$ cat src/rtl/deser8_demux_if.sv
// deser8_demux_if: serial-in / word-out bundle
// for the 8:1 receive demultiplexer.
interface deser8_demux_if;
  logic       din;
  logic       din_valid;
  logic       sync;
  logic [7:0] q;
  logic       q_valid;
  logic [2:0] slot;
  logic       busy;
  logic       err;

  modport master (
    output din, din_valid, sync,
    input  q, q_valid, slot, busy, err
  );

  modport slave (
    input  din, din_valid, sync,
    output q, q_valid, slot, busy, err
  );
endinterface

$ cat src/rtl/deser8_demux.sv
// deser8_demux: 1-bit serial to 8-bit word demux
// with sync-based framing, resync and stall timeout.
module deser8_demux #(
  parameter int unsigned TIMEOUT   = 16,
  parameter bit          MSB_FIRST = 1'b0
) (
  input logic             clk,
  input logic             resetn,
  deser8_demux_if.slave   bus
);

  localparam int CW =
    (TIMEOUT > 1) ? $clog2(TIMEOUT) : 1;
  localparam logic [CW-1:0] TLAST =
    CW'((TIMEOUT > 0) ? TIMEOUT - 1 : 0);

  typedef enum logic {
    IDLE,
    RECV
  } state_t;

  state_t        state;
  logic [7:0]    fbuf;
  logic [7:0]    q;
  logic          q_valid;
  logic          err;
  logic [2:0]    slot;
  logic [CW-1:0] stall;

  function automatic logic [7:0] put(
    input logic [7:0] b,
    input logic [2:0] k,
    input logic       d
  );
    logic [7:0] r;
    r = b;
    r[MSB_FIRST ? 3'd7 - k : k] = d;
    return r;
  endfunction

  // Frame FSM: slot stepping, word assembly, abort handling.
  always_ff @(posedge clk or negedge resetn) begin
    if (!resetn) begin
      state   <= IDLE;
      fbuf    <= '0;
      q       <= '0;
      q_valid <= 1'b0;
      err     <= 1'b0;
      slot    <= '0;
      stall   <= '0;
    end else begin
      q_valid <= 1'b0;
      err     <= 1'b0;
      unique case (state)
        IDLE: begin
          stall <= '0;
          if (bus.din_valid && bus.sync) begin
            fbuf  <= put(8'h00, 3'd0, bus.din);
            slot  <= 3'd1;
            state <= RECV;
          end
        end
        RECV: begin
          if (bus.din_valid) begin
            stall <= '0;
            if (bus.sync) begin
              err  <= 1'b1;
              fbuf <= put(8'h00, 3'd0, bus.din);
              slot <= 3'd1;
            end else if (slot == 3'd7) begin
              q       <= put(fbuf, 3'd7, bus.din);
              q_valid <= 1'b1;
              slot    <= 3'd0;
              state   <= IDLE;
            end else begin
              fbuf <= put(fbuf, slot, bus.din);
              slot <= slot + 3'd1;
            end
          end else if (TIMEOUT != 0) begin
            if (stall == TLAST) begin
              err   <= 1'b1;
              slot  <= 3'd0;
              stall <= '0;
              state <= IDLE;
            end else begin
              stall <= stall + 1'b1;
            end
          end
        end
      endcase
    end
  end

  assign bus.q       = q;
  assign bus.q_valid = q_valid;
  assign bus.err     = err;
  assign bus.slot    = slot;
  assign bus.busy    = (state == RECV);

endmodule

$ cat src/flat_wrapper.sv
// flat-port wrapper written by rule: the top's interface ports become plain ports
module deser8_demux_flat 
#(
  parameter int unsigned TIMEOUT   = 16,
  parameter bit          MSB_FIRST = 1'b0
)
  (clk, resetn, bus_din, bus_din_valid, bus_sync, bus_q, bus_q_valid, bus_slot, bus_busy, bus_err);
  deser8_demux_if bus_i ();
  input logic clk;
  input logic resetn;
  input wire logic [$bits(bus_i.din)-1:0] bus_din;
  input wire logic [$bits(bus_i.din_valid)-1:0] bus_din_valid;
  input wire logic [$bits(bus_i.sync)-1:0] bus_sync;
  output wire logic [$bits(bus_i.q)-1:0] bus_q;
  output wire logic [$bits(bus_i.q_valid)-1:0] bus_q_valid;
  output wire logic [$bits(bus_i.slot)-1:0] bus_slot;
  output wire logic [$bits(bus_i.busy)-1:0] bus_busy;
  output wire logic [$bits(bus_i.err)-1:0] bus_err;
  assign bus_i.din = bus_din;
  assign bus_i.din_valid = bus_din_valid;
  assign bus_i.sync = bus_sync;
  assign bus_q = bus_i.q;
  assign bus_q_valid = bus_i.q_valid;
  assign bus_slot = bus_i.slot;
  assign bus_busy = bus_i.busy;
  assign bus_err = bus_i.err;
  deser8_demux #(.TIMEOUT(TIMEOUT), .MSB_FIRST(MSB_FIRST)) u_core (.clk(clk), .resetn(resetn), .bus(bus_i));
endmodule
$ cat config.mk
export PLATFORM = sky130hd
export DESIGN_NAME = deser8_demux_flat
export DESIGN_NICKNAME = d
export VERILOG_FILES = /design/src/rtl/deser8_demux_if.sv /design/src/rtl/deser8_demux.sv /design/src/flat_wrapper.sv
export SDC_FILE = /design/constraint.sdc
export NUM_CORES = 1
export LEC_CHECK = 0
export ABC_AREA = 1
export BUFFER_PORTS_ARGS = -buffer_cell sky130_fd_sc_hd__buf_2
export CORE_MARGIN = 10
export CORE_UTILIZATION = 45
export CTS_CLUSTER_DIAMETER = 120
export DETAILED_ROUTE_END_ITERATION = 16
export PLACE_DENSITY = 0.66
export SYNTH_ARGS = -nofsm -noshare
export SYNTH_HDL_FRONTEND = slang
export SYNTH_SLANG_ARGS = --single-unit
$ cat constraint.sdc
create_clock -name clk -period 2.9 [get_ports clk]
set_input_delay 0.145 -clock clk [delete_from_list [all_inputs] [get_ports clk]]
set_output_delay 0.145 -clock clk [all_outputs]
set_load 0.02 [all_outputs]
==> results of run 1 <==
[kinds of logic after synthesis]
family                     Yosys count
xor gates and xnor gates             2
adders and majority gates            3
DFF                                 25
and+or+nand+nor                     84
buffers and inverters               15
AOI/OAI and AO/OA                    8
[stage by stage]
| step | worst slack (ns) | power, mW | cells |
|---|---|---|---|
| after CTS | 1.264 | 0.6864 | 188 |
| after detailed placement | 1.285 | 0.5333 | 183 |
| final | 1.273 | 0.6807 | 188 |
| after global placement | 1.343 | 0.5302 | 183 |
| after floorplan | 1.385 | 0.4909 | 137 |
| after global routing | 1.083 | 0.7214 | 188 |
[final timing paths]
path / startpoint / end / slack (ns) / depth (start not counted)
min reg2reg: u_core.stall[0] / u_core.stall[0] / 0.48 / 1
min: bus_din_valid / u_core.bus.busy / 0.13 / 3
max: u_core.bus.slot[0] / u_core.bus.q[3] / 1.27 / 8
max reg2reg: u_core.bus.slot[0] / u_core.bus.q[3] / 1.27 / 8
max in group asynchronous: resetn / u_core.fbuf[5] / 2.20 / 2
min in group asynchronous: resetn / u_core.bus.q[0] / 0.33 / 2
[worst reg2reg max path: stages, from the launching register on]
cell	delay, ns
dfrtp_1	0.48
ha_1	0.24
ha_1	0.17
inv_1	0.06
nor2_1	0.04
nand2_1	0.28
inv_2	0.13
nand2_1	0.08
nand2_1	0.05
[sequential cells by signal, summed over array words and instances, names as in the netlist]
name and count:
u_core.fbuf 7, u_core.bus.err 1, u_core.stall 4, u_core.bus.q_valid 1, u_core.bus.slot 3, u_core.bus.q 8
u_core.bus.busy 1
[routing by layer]
layer,global-route usage [%],share of wire [%],up-vias
li1,-,-,473
met1,10.61,45,434
met2,14.37,45,30
met3,3.531,8.1,5
met4,3.947,1.8,0
met5,0,0,-
[cell type report]
type	instances	area, um2
Inverter	13	48.80
Sequential cell	25	625.6
Clock buffer	4	26.28
Fill cell	237	1169
Multi-Input combinational cell	97	447.9
Tap cell	30	37.54
Timing Repair Buffer	19	100.1
[report_power, final]
group          internal (mW)  switching [mW]
combinational         0.0433          0.0899
clock                 0.0538           0.100
sequential             0.370          0.0234
[cells in the final DEF, fill, tap and decap left out]
| cell type | synthesis | layout |
|---|---|---|
| buf_2 | 0 | 18 |
| clkbuf_1 | 0 | 1 |
| clkbuf_4 | 0 | 3 |
| dfrtp_1 | 25 | 25 |
| dlygate4sd3_1 | 0 | 1 |
| ha_1 | 3 | 3 |
| inv_1 | 10 | 10 |
| inv_2 | 3 | 3 |
| nand2_1 | 59 | 59 |
| nand2_2 | 2 | 2 |
| nand3_1 | 12 | 12 |
| nand3b_1 | 2 | 2 |
| nor2_1 | 7 | 7 |
| nor2_2 | 1 | 1 |
| nor3_2 | 1 | 1 |
| o21ai_1 | 7 | 7 |
| o22ai_1 | 1 | 1 |
| xnor2_1 | 1 | 1 |
| xor2_1 | 1 | 1 |
==> run_summary.xml, run 1 <==
<?xml version="1.0" encoding="UTF-8"?>
<metrics>
  <group name="yosys">
    <metric name="netlist-cell-type-count" unit="">17</metric>
    <metric name="syn_avg_cell_area" unit="um2">8.329</metric>
    <metric name="synth_fp_nets" unit="">145</metric>
    <metric name="ys_ff_latch" unit="">25</metric>
    <metric name="adder_cell_share_of_the_synthesized_area" unit="%">3.289</metric>
    <metric name="synth_top_cells_by_count" unit="">59 x nand2_1, 25 x dfrtp_1, 12 x nand3_1</metric>
    <metric name="synthXorXnorAreaFrac" unit="%">1.535</metric>
    <metric name="asyncSetResetFlopFracSynth" unit="%">100.0</metric>
    <metric name="mappedNetlistArea" unit="um2">1141</metric>
    <metric name="synth_area_leader_cell" unit="">dfrtp_1</metric>
    <metric name="yosys.cell_count.top_type" unit="">nand2_1</metric>
    <metric name="seq_area_frac_synth" unit="%">54.82</metric>
    <metric name="yosys-mux-area-fraction" unit="%">0</metric>
    <metric name="yosys_warnings" unit="">0</metric>
    <metric name="synth-main-ff-cell" unit="">dfrtp_1</metric>
    <metric name="post_synthesis_compound_gate_area_fraction" unit="%">3.618</metric>
    <metric name="dominant_combinational_cell_family_by_area_after_synthesis" unit="">simple AND/OR/NAND/NOR gates</metric>
    <metric name="syn_inst" unit="">137</metric>
    <metric name="synth.top_cells.by_area" unit="">dfrtp_1 55%, nand2_1 19%, nand3_1 5.3%</metric>
    <metric name="post-synth-top-area-fraction" unit="%">54.82</metric>
    <metric name="synth_edf_count" unit="">0</metric>
    <metric name="synthSimpleGateAreaFrac" unit="%">30.81</metric>
  </group>
  <group name="worst_setup_path">
    <metric name="cp-end-kind" unit="">register</metric>
    <metric name="setup.worst_path.start_class" unit="">register</metric>
    <metric name="critPathMaxFanout" unit="">11</metric>
    <metric name="critical_path_class" unit="">register to register</metric>
    <metric name="critical_path.cell_chain" unit="">ha_1 -&gt; ha_1 -&gt; inv_1 -&gt; nor2_1 -&gt; nand2_1 -&gt; inv_2 -&gt; nand2_1 -&gt; nand2_1</metric>
    <metric name="critical-path-top-cell-by-count" unit="">nand2_1</metric>
    <metric name="critPathMaxStageDelay" unit="ns">0.48</metric>
    <metric name="cp_slowest_cell" unit="">dfrtp_1</metric>
    <metric name="critical_path_buffers_and_inverters" unit="">2</metric>
    <metric name="worst_path_dominant_cell_family" unit="">flip-flops</metric>
    <metric name="worst_ep_required_time" unit="ns">3.12</metric>
    <metric name="critPathArrivalTime" unit="ns">1.85</metric>
  </group>
  <group name="global_routing">
    <metric name="grt_pass1_vias" unit="">908</metric>
    <metric name="initial_antenna_violation_count" unit="">0</metric>
    <metric name="grtUsageTotal" unit="%">9.101</metric>
    <metric name="grt_pass1_wl" unit="mm">3.843</metric>
    <metric name="pin_count_of_the_biggest_net_entering_global_routing" unit="">26</metric>
    <metric name="grt_overflow_total" unit="">0</metric>
  </group>
  <group name="sta">
    <metric name="report.final.hold_viol_count" unit="">0</metric>
    <metric name="rsz0062_at_grt" unit="">false</metric>
    <metric name="fin_clk_skew" unit="ns">0.003337</metric>
    <metric name="totalNegativeSetupSlack" unit="ns">0</metric>
    <metric name="slew_hr" unit="%">63.12</metric>
    <metric name="post-route-min-period" unit="ns">1.627</metric>
    <metric name="finalHoldWorstSlack" unit="ns">0.1265</metric>
    <metric name="slew_viol_final" unit="">0</metric>
    <metric name="setup_viol" unit="">0</metric>
    <metric name="timing_worst_slew_pin_value" unit="ns">0.5531</metric>
    <metric name="fin_crit_sh" unit="%">56.09</metric>
    <metric name="achievable-frequency" unit="MHz">614.7</metric>
  </group>
  <group name="place">
    <metric name="gp_congestion" unit="">0.8934</metric>
    <metric name="placement.io_buffers" unit="">18</metric>
    <metric name="hpwl" unit="mm">1.757</metric>
    <metric name="postPlaceCellArea" unit="um2">1250</metric>
  </group>
  <group name="clock_tree">
    <metric name="cts.repair_timing.setup_buffer_count" unit="">0</metric>
    <metric name="cts_max_level" unit="">1</metric>
    <metric name="worstSkewPairLatency" unit="ns">0.31</metric>
    <metric name="clock-root-buffer" unit="">clkbuf_4</metric>
    <metric name="cts-buffers-inserted" unit="">3</metric>
    <metric name="ctsHoldBuffers" unit="">1</metric>
    <metric name="buffer_depth_of_the_longest_clock_path" unit="">2</metric>
    <metric name="worst_setup_hold_path_clk_slew" unit="ns">0.13</metric>
    <metric name="cts_tree" unit="">done</metric>
    <metric name="clock-sinks" unit="">25</metric>
    <metric name="cts_resizes" unit="">0</metric>
  </group>
  <group name="cells_and_area">
    <metric name="nets" unit="">167</metric>
    <metric name="final_core_util" unit="%">52.40</metric>
    <metric name="fraction_of_layout_cells_with_a_size_suffix_above_1" unit="%">17.72</metric>
    <metric name="flow.area_growth_from_synthesis" unit="%">12.72</metric>
    <metric name="final_cell_area" unit="um2">1286</metric>
    <metric name="n_antenna_cell" unit="">0</metric>
  </group>
  <group name="die">
    <metric name="std_cell_rows" unit="">18</metric>
    <metric name="floorplan.core_area" unit="um2">2455</metric>
    <metric name="start_util" unit="%">46.48</metric>
    <metric name="top_level_ports" unit="">19</metric>
    <metric name="floorplan.die.width" unit="um">70.36</metric>
    <metric name="chipHeight" unit="um">70.36</metric>
    <metric name="dieArea" unit="um2">4950</metric>
  </group>
  <group name="power">
    <metric name="worst_ir_drop_vdd" unit="mV">0.3543</metric>
    <metric name="power_per_cell_area" unit="nW/um2">529.2</metric>
    <metric name="cellLeakagePower" unit="nW">0.7359</metric>
  </group>
  <group name="detailed_routing">
    <metric name="detailroute.via_count" unit="">942</metric>
    <metric name="drt-total-wl" unit="mm">2.270</metric>
    <metric name="vias_per_cell" unit="">5.011</metric>
    <metric name="post_drt_wl_per_cell" unit="um">12.07</metric>
    <metric name="drt_pre_antenna_iters" unit="">4</metric>
    <metric name="route.detailed.drc" unit="">0</metric>
    <metric name="first_iter_violations" unit="">43</metric>
    <metric name="ant_nets" unit="">0</metric>
  </group>
  <group name="min_path">
    <metric name="hold_path.class" unit="">primary input to register</metric>
  </group>
  <group name="run">
    <metric name="number_of_maximum_capacitance_violations" unit="">0</metric>
  </group>
  <group name="run_status">
    <metric name="outcome" unit="">finished, final reports clean</metric>
  </group>
</metrics>
Note: power is estimated with default switching activity, not from simulation.
==> inputs of run 2 (changes only) <==
==> constraint.sdc (replaced) <==
create_clock -name clk -period 1.6 [get_ports clk]
set_input_delay 0.08 -clock clk [delete_from_list [all_inputs] [get_ports clk]]
set_output_delay 0.08 -clock clk [all_outputs]
set_load 0.02 [all_outputs]
==> run 2 against run 1 <==
  * Worst setup slack got worse by 1.2 ns
  * Sequential power rose by 77%
  * Sequential share of layout area fell by 1.3 points
  * Total power rose by 85%
  * Worst hold slack got worse by 0.048 ns
  * Register-to-register slack got worse by 1.2 ns
  * Die area did not move
==> run_summary.xml, run 2 (synthesized netlist as in run 1, its figures left out) <==
<?xml version="1.0" encoding="UTF-8"?>
<metrics>
  <group name="run_status">
    <metric name="outcome" unit="">finished, final reports clean</metric>
  </group>
  <group name="detailed_routing">
    <metric name="drt-total-wl" unit="mm">2.342</metric>
    <metric name="route.detailed.drc" unit="">0</metric>
    <metric name="post_drt_wl_per_cell" unit="um">12.20</metric>
    <metric name="ant_nets" unit="">0</metric>
    <metric name="detailroute.via_count" unit="">945</metric>
    <metric name="wire_length_on_met3" unit="um">140</metric>
    <metric name="first_iter_violations" unit="">27</metric>
    <metric name="wl_met2" unit="mm">1.148</metric>
    <metric name="m1WireLength" unit="mm">1.011</metric>
    <metric name="drt_pre_antenna_iters" unit="">4</metric>
    <metric name="vias_per_cell" unit="">4.922</metric>
    <metric name="highest_layer" unit="">met4</metric>
  </group>
  <group name="worst_setup_path">
    <metric name="critical_path_buffers_and_inverters" unit="">1</metric>
    <metric name="worst_r2r_startpoint" unit="">u_core.bus.slot[0]</metric>
    <metric name="worst_path_dominant_cell_family" unit="">simple AND/OR/NAND/NOR gates</metric>
    <metric name="timing.rr.end" unit="">u_core.fbuf[1]</metric>
    <metric name="critical-path-top-cell-by-count" unit="">ha_1</metric>
    <metric name="setup.worst_path.start_class" unit="">register</metric>
    <metric name="critical_path.cell_chain" unit="">ha_1 -&gt; ha_1 -&gt; inv_1 -&gt; nand3_1 -&gt; nand2_4 -&gt; nand2_1 -&gt; o21ai_1</metric>
    <metric name="worst_ep_required_time" unit="ns">1.85</metric>
    <metric name="critPathMaxStageDelay" unit="ns">0.40</metric>
    <metric name="critical_path_class" unit="">register to register</metric>
    <metric name="critPathMaxFanout" unit="">10</metric>
    <metric name="timing.reg2reg.worst_path_depth" unit="">7</metric>
    <metric name="cp-end-kind" unit="">register</metric>
    <metric name="cp_slowest_cell" unit="">dfrtp_1</metric>
    <metric name="r2r_slack" unit="ns">0.11</metric>
    <metric name="critPathArrivalTime" unit="ns">1.74</metric>
  </group>
  <group name="die">
    <metric name="top_level_ports" unit="">19</metric>
    <metric name="floorplan.core_area" unit="um2">2455</metric>
    <metric name="chipHeight" unit="um">70.36</metric>
    <metric name="start_util" unit="%">46.48</metric>
    <metric name="floorplan.die.width" unit="um">70.36</metric>
    <metric name="dieArea" unit="um2">4950</metric>
    <metric name="std_cell_rows" unit="">18</metric>
  </group>
  <group name="global_routing">
    <metric name="grt_pass1_vias" unit="">961</metric>
    <metric name="pin_count_of_the_biggest_net_entering_global_routing" unit="">26</metric>
    <metric name="grt_overflow_total" unit="">0</metric>
    <metric name="initial_antenna_violation_count" unit="">0</metric>
    <metric name="grt_pass1_wl" unit="mm">3.988</metric>
    <metric name="grtUsageTotal" unit="%">9.683</metric>
  </group>
  <group name="place">
    <metric name="placement.io_buffers" unit="">18</metric>
    <metric name="postPlaceCellArea" unit="um2">1272</metric>
    <metric name="post-place-cells" unit="">186</metric>
    <metric name="gp_congestion" unit="">0.9166</metric>
    <metric name="hpwl" unit="mm">1.822</metric>
  </group>
  <group name="min_path">
    <metric name="worst_hold_path.endpoint" unit="">u_core.bus.q[7]</metric>
    <metric name="holdPathStages" unit="">3</metric>
    <metric name="hold_path_startpoint" unit="">bus_din</metric>
    <metric name="hold_path.class" unit="">primary input to register</metric>
  </group>
  <group name="sta">
    <metric name="report.final.hold_viol_count" unit="">0</metric>
    <metric name="rsz0062_at_grt" unit="">false</metric>
    <metric name="slew_hr" unit="%">64.13</metric>
    <metric name="totalNegativeSetupSlack" unit="ns">0</metric>
    <metric name="achievable-frequency" unit="MHz">672.5</metric>
    <metric name="fin_crit_sh" unit="%">92.94</metric>
    <metric name="slew_viol_final" unit="">0</metric>
    <metric name="fin_clk_skew" unit="ns">0.002956</metric>
    <metric name="post-route-min-period" unit="ns">1.487</metric>
    <metric name="timing_worst_slew_pin_value" unit="ns">0.5380</metric>
    <metric name="setup_viol" unit="">0</metric>
  </group>
  <group name="clock_tree">
    <metric name="worstSkewPairLatency" unit="ns">0.31</metric>
    <metric name="cts_tree" unit="">done</metric>
    <metric name="buffer_depth_of_the_longest_clock_path" unit="">2</metric>
    <metric name="cts-buffers-inserted" unit="">3</metric>
    <metric name="clock-sinks" unit="">25</metric>
    <metric name="cts_max_level" unit="">1</metric>
    <metric name="worst_setup_hold_path_clk_slew" unit="ns">0.13</metric>
    <metric name="clock-root-buffer" unit="">clkbuf_4</metric>
  </group>
  <group name="cells_and_area">
    <metric name="largest-register" unit="">u_core.bus.q</metric>
    <metric name="nets" unit="">171</metric>
    <metric name="layout_common_cells" unit="">59 x nand2_1, 25 x dfrtp_1, 18 x buf_2</metric>
    <metric name="n_antenna_cell" unit="">0</metric>
    <metric name="number_of_flip_flops_under_the_largest_register_name" unit="">8</metric>
    <metric name="instances_no_fill" unit="">192</metric>
    <metric name="final_cell_area" unit="um2">1321</metric>
    <metric name="final_core_util" unit="%">53.82</metric>
    <metric name="final_common_cell" unit="">nand2_1</metric>
    <metric name="flow.area_growth_from_synthesis" unit="%">15.79</metric>
    <metric name="fill_cells" unit="">237</metric>
    <metric name="fraction_of_layout_cells_with_a_size_suffix_above_1" unit="%">19.75</metric>
    <metric name="reg.largest.list" unit="">u_core.bus.q (8), u_core.fbuf (7), u_core.stall (4)</metric>
  </group>
  <group name="power">
    <metric name="worst_ir_drop_vdd" unit="mV">0.5925</metric>
    <metric name="power_per_cell_area" unit="nW/um2">951.0</metric>
    <metric name="cellLeakagePower" unit="nW">0.7571</metric>
  </group>
  <group name="run">
    <metric name="number_of_maximum_capacitance_violations" unit="">0</metric>
  </group>
</metrics>
-- run 2: changes by cell type in the layout (fill, tap and decap cells not counted) --
cell,delta
nand2_2,-1
nand2_4,+1
buf_4,+4
-- run 2: worst max-delay path by stage --
| stage | from | to | slack [ns] | cells past startpoint |
|---|---|---|---|---|
| after floorplan | u_core.bus.slot[0] | u_core.fbuf[0] | 0.08 | 9 |
| after global placement | u_core.bus.slot[0] | u_core.fbuf[3] | 0.16 | 7 |
| after global routing | u_core.bus.slot[0] | u_core.fbuf[3] | 0.008 | 7 |
| final | u_core.bus.slot[0] | u_core.fbuf[1] | 0.11 | 7 |
| after CTS | u_core.bus.slot[0] | u_core.fbuf[1] | 0.06 | 7 |
| after detailed placement | u_core.bus.slot[0] | u_core.fbuf[1] | 0.1 | 7 |
-- run 2: tightest hold or removal path: cells and delay by family --
kind,cells,cell delay [ns]
buffers and inverters,2,0.13
AO/OA/AOI/OAI,1,0.14
-- run 2: final cells by class --
cell class                 count  area [um2]  area share (%)
tap                           30       37.54           2.841
multi-input combinational     97       452.9           34.28
sequential                    25       625.6           47.35
inverter                      13       48.80           3.693
clock buffer                   4       26.28           1.989
timing repair buffer          23       130.1           9.848
-- run 2: through the flow --
step           hold WS [ns]  setup slack [ns]  total power [mW]
3_5_place_dp         0.1013           0.09658            0.9885
2_1_floorplan       -0.2156           0.08470            0.8897
4_1_cts             0.07087           0.06428             1.265
6_report            0.07849            0.1129             1.257
3_3_place_gp        0.08535            0.1559            0.9797
5_1_grt             0.06916          0.007899             1.340
-- run 2: timing repair --
item                                    CTS  global route
resized for setup                         0             1
endpoints found under the setup margin    0             4
endpoints found under the hold margin    25             0
setup buffers                             0             1
hold buffers                              1             0
-- run 2: per-layer routing --
layer / GRT usage [%] / vias up
met5: 0 / -
met3: 2.684 / 4
met1: 10.05 / 439
met4: 5.044 / 0
met2: 17.17 / 25
li1: - / 477
-- run 2: report_power, final --
group | leakage, nW | switching (mW) | internal, mW
sequential | 0.338 | 0.0252 | 0.670
combinational | 0.404 | 0.188 | 0.0986
clock | 0.0150 | 0.177 | 0.0974
total | 0.757 | 0.390 | 0.867
